## config.mk

```make
export PLATFORM = sky130hd
export DESIGN_NAME = bram_wr_sequencer
export DESIGN_NICKNAME = d
export VERILOG_FILES = /design/src/rtl/bram_pkg.sv /design/src/rtl/wrap_counter.sv /design/src/rtl/bram_wr_sequencer.sv
export SDC_FILE = /design/constraint.sdc
export NUM_CORES = 1
export LEC_CHECK = 0
export BUFFER_PORTS_ARGS = -buffer_cell sky130_fd_sc_hd__buf_2
export CAP_MARGIN = 20
export CORE_AREA = 4 4 113 115
export DETAILED_ROUTE_END_ITERATION = 16
export DIE_AREA = 0 0 117 119
export GPL_TIMING_DRIVEN = 0
export PLACE_DENSITY = 0.53
export SLEW_MARGIN = 10
export SYNTH_ARGS = -nofsm -noshare
export SYNTH_HDL_FRONTEND = slang
export SYNTH_SLANG_ARGS = --single-unit
```

## constraint.sdc

```tcl
create_clock -name clka -period 3.17 [get_ports clka]
set_input_delay 0 -clock clka [delete_from_list [all_inputs] [get_ports clka]]
set_output_delay 0 -clock clka [all_outputs]
set_load 0.1 [all_outputs]
```

## src/rtl/bram_pkg.sv

```systemverilog
// rtl/bram_pkg.sv - shared defaults and FSM encodings for the block RAM write/read path
package bram_pkg;

    localparam int BRAM_ADDR_W = 10;
    localparam int BRAM_DATA_W = 16;

    typedef enum logic [1:0] {
        ST_IDLE = 2'd0,
        ST_FILL = 2'd1,
        ST_DONE = 2'd2
    } seq_state_t;

endpackage

```

## src/rtl/wrap_counter.sv

```systemverilog
// rtl/wrap_counter.sv - loadable incrementing counter that wraps modulo 2**W
module wrap_counter #(
    parameter int W = 10
) (
    input  logic         clk,
    input  logic         rst_n,
    input  logic         load,
    input  logic [W-1:0] load_val,
    input  logic         inc,
    output logic [W-1:0] count
);

    // Load takes priority so a rollback can never be lost to a coincident increment.
    always_ff @(posedge clk or negedge rst_n) begin
        if (!rst_n) begin
            count <= '0;
        end else if (load) begin
            count <= load_val;
        end else if (inc) begin
            count <= count + 1'b1;
        end
    end

endmodule

```

## src/rtl/bram_wr_sequencer.sv

```systemverilog
// rtl/bram_wr_sequencer.sv - frames a sample stream into circular port-A writes of the block RAM
module bram_wr_sequencer
    import bram_pkg::*;
#(
    parameter int ADDR_W = BRAM_ADDR_W,
    parameter int DATA_W = BRAM_DATA_W
) (
    input  logic              clka,
    input  logic              reset_n,
    input  logic              start,
    input  logic              abort,
    input  logic [ADDR_W-1:0] frame_len,
    input  logic              in_valid,
    output logic              in_ready,
    input  logic [DATA_W-1:0] in_data,
    output logic              wea,
    output logic [ADDR_W-1:0] addra,
    output logic [DATA_W-1:0] dina,
    output logic              busy,
    output logic              frame_done,
    output logic [ADDR_W-1:0] wr_ptr
);

    localparam logic [ADDR_W:0] CNT_ONE = {{ADDR_W{1'b0}}, 1'b1};

    seq_state_t        state;
    seq_state_t        state_nxt;
    logic [ADDR_W:0]   len;
    logic [ADDR_W:0]   cnt;
    logic [ADDR_W-1:0] ptr;
    logic              accept;
    logic              last_beat;
    logic              ptr_load;
    logic              frame_start;

    assign accept      = in_valid & in_ready;
    assign last_beat   = accept & (cnt == (len - CNT_ONE));
    assign frame_start = (state == ST_IDLE) & start & ~abort;
    assign busy        = (state == ST_FILL) | (state == ST_DONE);
    assign frame_done  = (state == ST_DONE);

    // State register.
    always_ff @(posedge clka or negedge reset_n) begin
        if (!reset_n) begin
            state <= ST_IDLE;
        end else begin
            state <= state_nxt;
        end
    end

    // Next state, stream handshake and pointer rollback/reload control.
    always_comb begin
        state_nxt = state;
        in_ready  = 1'b0;
        ptr_load  = 1'b0;
        case (state)
            ST_IDLE: begin
                if (frame_start) begin
                    state_nxt = ST_FILL;
                    ptr_load  = 1'b1;
                end
            end
            ST_FILL: begin
                in_ready = ~abort;
                if (abort) begin
                    state_nxt = ST_IDLE;
                    ptr_load  = 1'b1;
                end else if (last_beat) begin
                    state_nxt = ST_DONE;
                end
            end
            ST_DONE: begin
                state_nxt = ST_IDLE;
            end
            default: begin
                state_nxt = ST_IDLE;
            end
        endcase
    end

    // Working write pointer; reloaded from the committed pointer on start and abort.
    wrap_counter #(
        .W (ADDR_W)
    ) u_ptr (
        .clk      (clka),
        .rst_n    (reset_n),
        .load     (ptr_load),
        .load_val (wr_ptr),
        .inc      (accept),
        .count    (ptr)
    );

    // Frame length (zero encodes a full ring) and beat count for the current frame.
    always_ff @(posedge clka or negedge reset_n) begin
        if (!reset_n) begin
            len <= '0;
            cnt <= '0;
        end else if (frame_start) begin
            len <= {(frame_len == '0), frame_len};
            cnt <= '0;
        end else if (accept) begin
            cnt <= cnt + CNT_ONE;
        end
    end

    // Registered RAM port-A drive: one write per accepted beat, one cycle later.
    always_ff @(posedge clka or negedge reset_n) begin
        if (!reset_n) begin
            wea   <= 1'b0;
            addra <= '0;
            dina  <= '0;
        end else begin
            wea <= accept;
            if (accept) begin
                addra <= ptr;
                dina  <= in_data;
            end
        end
    end

    // Commit the end-of-frame pointer for the reader once the frame is complete.
    always_ff @(posedge clka or negedge reset_n) begin
        if (!reset_n) begin
            wr_ptr <= '0;
        end else if (state == ST_DONE) begin
            wr_ptr <= ptr;
        end
    end

endmodule

```

==> results.ini <==
[cts]
cts_max_level = 3
insertion_delay_ns = 0.34
cts.sinks = 71
numCtsBuffers = 9
cts_root_buffer = clkbuf_16
clock_path_buffers = 2
cts_resized = 0
cts_tree = yes
clkTransAtPathRegs_ns = 0.05

[routing]
drc = 0
drt_iter0_drc = 140
dr_total_vias = 2975
ant_nets = 0
dr.pass1.iters = 4
avgViaCountPerCell = 4.752
avgRoutedWirePerCell_um = 14.41
wirelength_mm = 9.018

[place]
place_ws_ns = 0.4846
finalWeightedCongestion = 0.7803
place_hpwl_mm = 6.189
portBuffers = 70

[setup_path]
path_max_fanout = 8
worstPathRequired_ns = 3.39
crit_type = reg2reg
endpoint_kind = flop
startpoint_type = flop
critPathArrivalTime_ns = 2.96

[global_routing]
grt_pass1_vias = 3092
grt_pass1_wl_mm = 15.08
grt_antenna_before_repair = 0
track_usage_pct = 13.75
grt.overflow.total = 0
grt_max_degree = 54

[floorplan]
core_um2 = 11810
num_rows = 40
die_w_um = 117
initial_core_util_pct = 29.21
die_h_um = 119
ios = 71
die-area_um2 = 13920

[pwr]
cellLeakagePower_nw = 2.311
pwr-share-clk_pct = 25.3
p_total_mw = 4.428
comb_power_share_pct = 44.5
p_seq_share_pct = 30.1
irDropWorstVdd_v = 0.0009684
internal_power_mw = 2.324
power.switching_mw = 2.104
power_density_nw_per_um2 = 959.1
netSwitchingFraction_pct = 47.52

[sta]
fmax_mhz = 364.2
finalMaxSlewViolations = 0
min_period_over_period_pct = 86.63
timing.final.hold_violations = 0
fin_worst_skew_ns = 0.005901
worst_slack_ns = 0.4239
rsz0062_at_grt = no
worst-slew-pin-transition_ns = 0.6996
setup_viol = 0
hold_ws_ns = 0.05373
finalCriticalPeriod_ns = 2.746
slew_headroom_pct = 53.05
tns_ns = 0

[hold_path]
min_path_type = in2reg

[synthesis]
ys_seq_area_share_pct = 51.51
synth_edf_count = 0
syn_avg_cell_area_um2 = 9.451
ys.flop_type = dfrtp_1
ys_ff_latch = 71
yosysWarnings = 0
yosysUniqueCellTypes = 56
netlist_area_um2 = 3450
synth_nets = 402
postSynthCellCount = 365
ys_async_sr_fraction_pct = 100.0

[cells_and_area]
nNetsFinal = 511
final_cell_mix = nand2_1, dfrtp_1, buf_2
layout-drive-gt1-share_pct = 22.96
syn_to_final_growth_pct = 33.84
final_common_cell = nand2_1
diodes = 0

[run]
maxCapViolations = 0

[run_status]
status = completed

[kinds of logic after synthesis]
| group | share of synthesized area [%] |
|---|---|
| muxes | 3.264 |
| xor gates and xnor gates | 5.731 |
| adders and majority gates | 2.176 |
| buffers and inverters | 2.756 |
| AOI/OAI and AO/OA | 9.758 |
| and+or+nand+nor | 24.81 |
| DFF | 51.51 |
[final timing paths]
kind	from	slack, ns	cells past startpoint	end
max in group asynchronous	reset_n	2.51	3	dina[15]
hold / removal	abort	0.05	4	len[1]
setup reg to reg	len[0]	0.42	8	state[0]
setup / recovery	len[0]	0.42	8	state[0]
hold reg to reg	dina[9]	0.46	2	dina[9]
min in group asynchronous	reset_n	0.11	2	len[10]
[cell type report]
class | count | area [um^2]
Clock inverter | 5 | 80.08
Multi-Input combinational cell | 271 | 1578
Timing Repair Buffer | 98 | 650.6
Inverter | 9 | 33.78
Buffer | 14 | 61.31
Sequential cell | 71 | 1777
Fill cell | 1192 | 7194
Tap cell | 147 | 183.9
Clock buffer | 11 | 252.7
[per-layer routing]
layer,track usage (%),vias up,routed length [um],part of all wire (%)
met3,4.065,17,436,4.8
met5,0,-,0,0
li1,-,1452,-,-
met4,5.663,0,219,2.4
met2,22.80,65,4508,50
met1,16.46,1441,3854,43
[sequential cells by signal (all words and copies together) (netlist names)]
| register | count |
|---|---|
| addra | 10 |
| u_ptr.count | 10 |
| dina | 16 |
| state | 2 |
| cnt | 11 |
| wea | 1 |
| wr_ptr | 10 |
| len | 11 |
[metrics by stage]
stage          instance area [um^2]  instances  util (%)
2_1_floorplan                  3450        365         -
3_3_place_gp                   3984        582     33.73
3_5_place_dp                   4014        583     33.98
4_1_cts                        4617        626     39.09
5_1_grt                        4617        626     39.09
6_report                       4617        626     39.09
[what timing repair did]
item,4_1_cts,5_1_grt
endpoints found under the hold margin,98,0
hold buffers,27,0
setup buffers,0,0
[power by group through the flow]
stage               clock (mW)  sequential [mW]  combinational (mW)
global route              1.20             1.37                2.10
CTS                       1.16             1.34                1.99
global placement             0             1.34                1.93
finish                    1.12             1.33                1.97
floorplan                    0             2.18               0.725
detailed placement           0             1.35                1.96
[synth_stat cells, types with 3 or more instances]
cell	n	share of area, %
nand2_1	118	13
dfrtp_1	71	52
nor2_1	17	1.8
xnor2_1	13	3.3
a21oi_1	10	1.5
mux2_2	10	3.3
clkbuf_1	9	0.98
o21ai_1	9	1.3
inv_1	8	0.87
nand3_1	7	1.0
xor2_1	7	1.8
ha_1	6	2.2
nor3_1	6	0.87
o21ai_0	6	0.87
a221o_1	5	1.5
and3_1	5	0.91
nor4_1	5	0.91
buf_1	3	0.33
nor3b_1	3	0.65
or3_1	3	0.54
[worst max-delay path: stages (launching register included)]
cell and delay, ns:
dfrtp_1 0.43, inv_1 0.10, ha_1 0.33, nand4bb_1 0.13, a2111oi_0 0.47, nand2_1 0.10, or4_4 0.51, o311a_1 0.30
a221o_1 0.26
No activity file was read; power rests on OpenSTA's default activity.
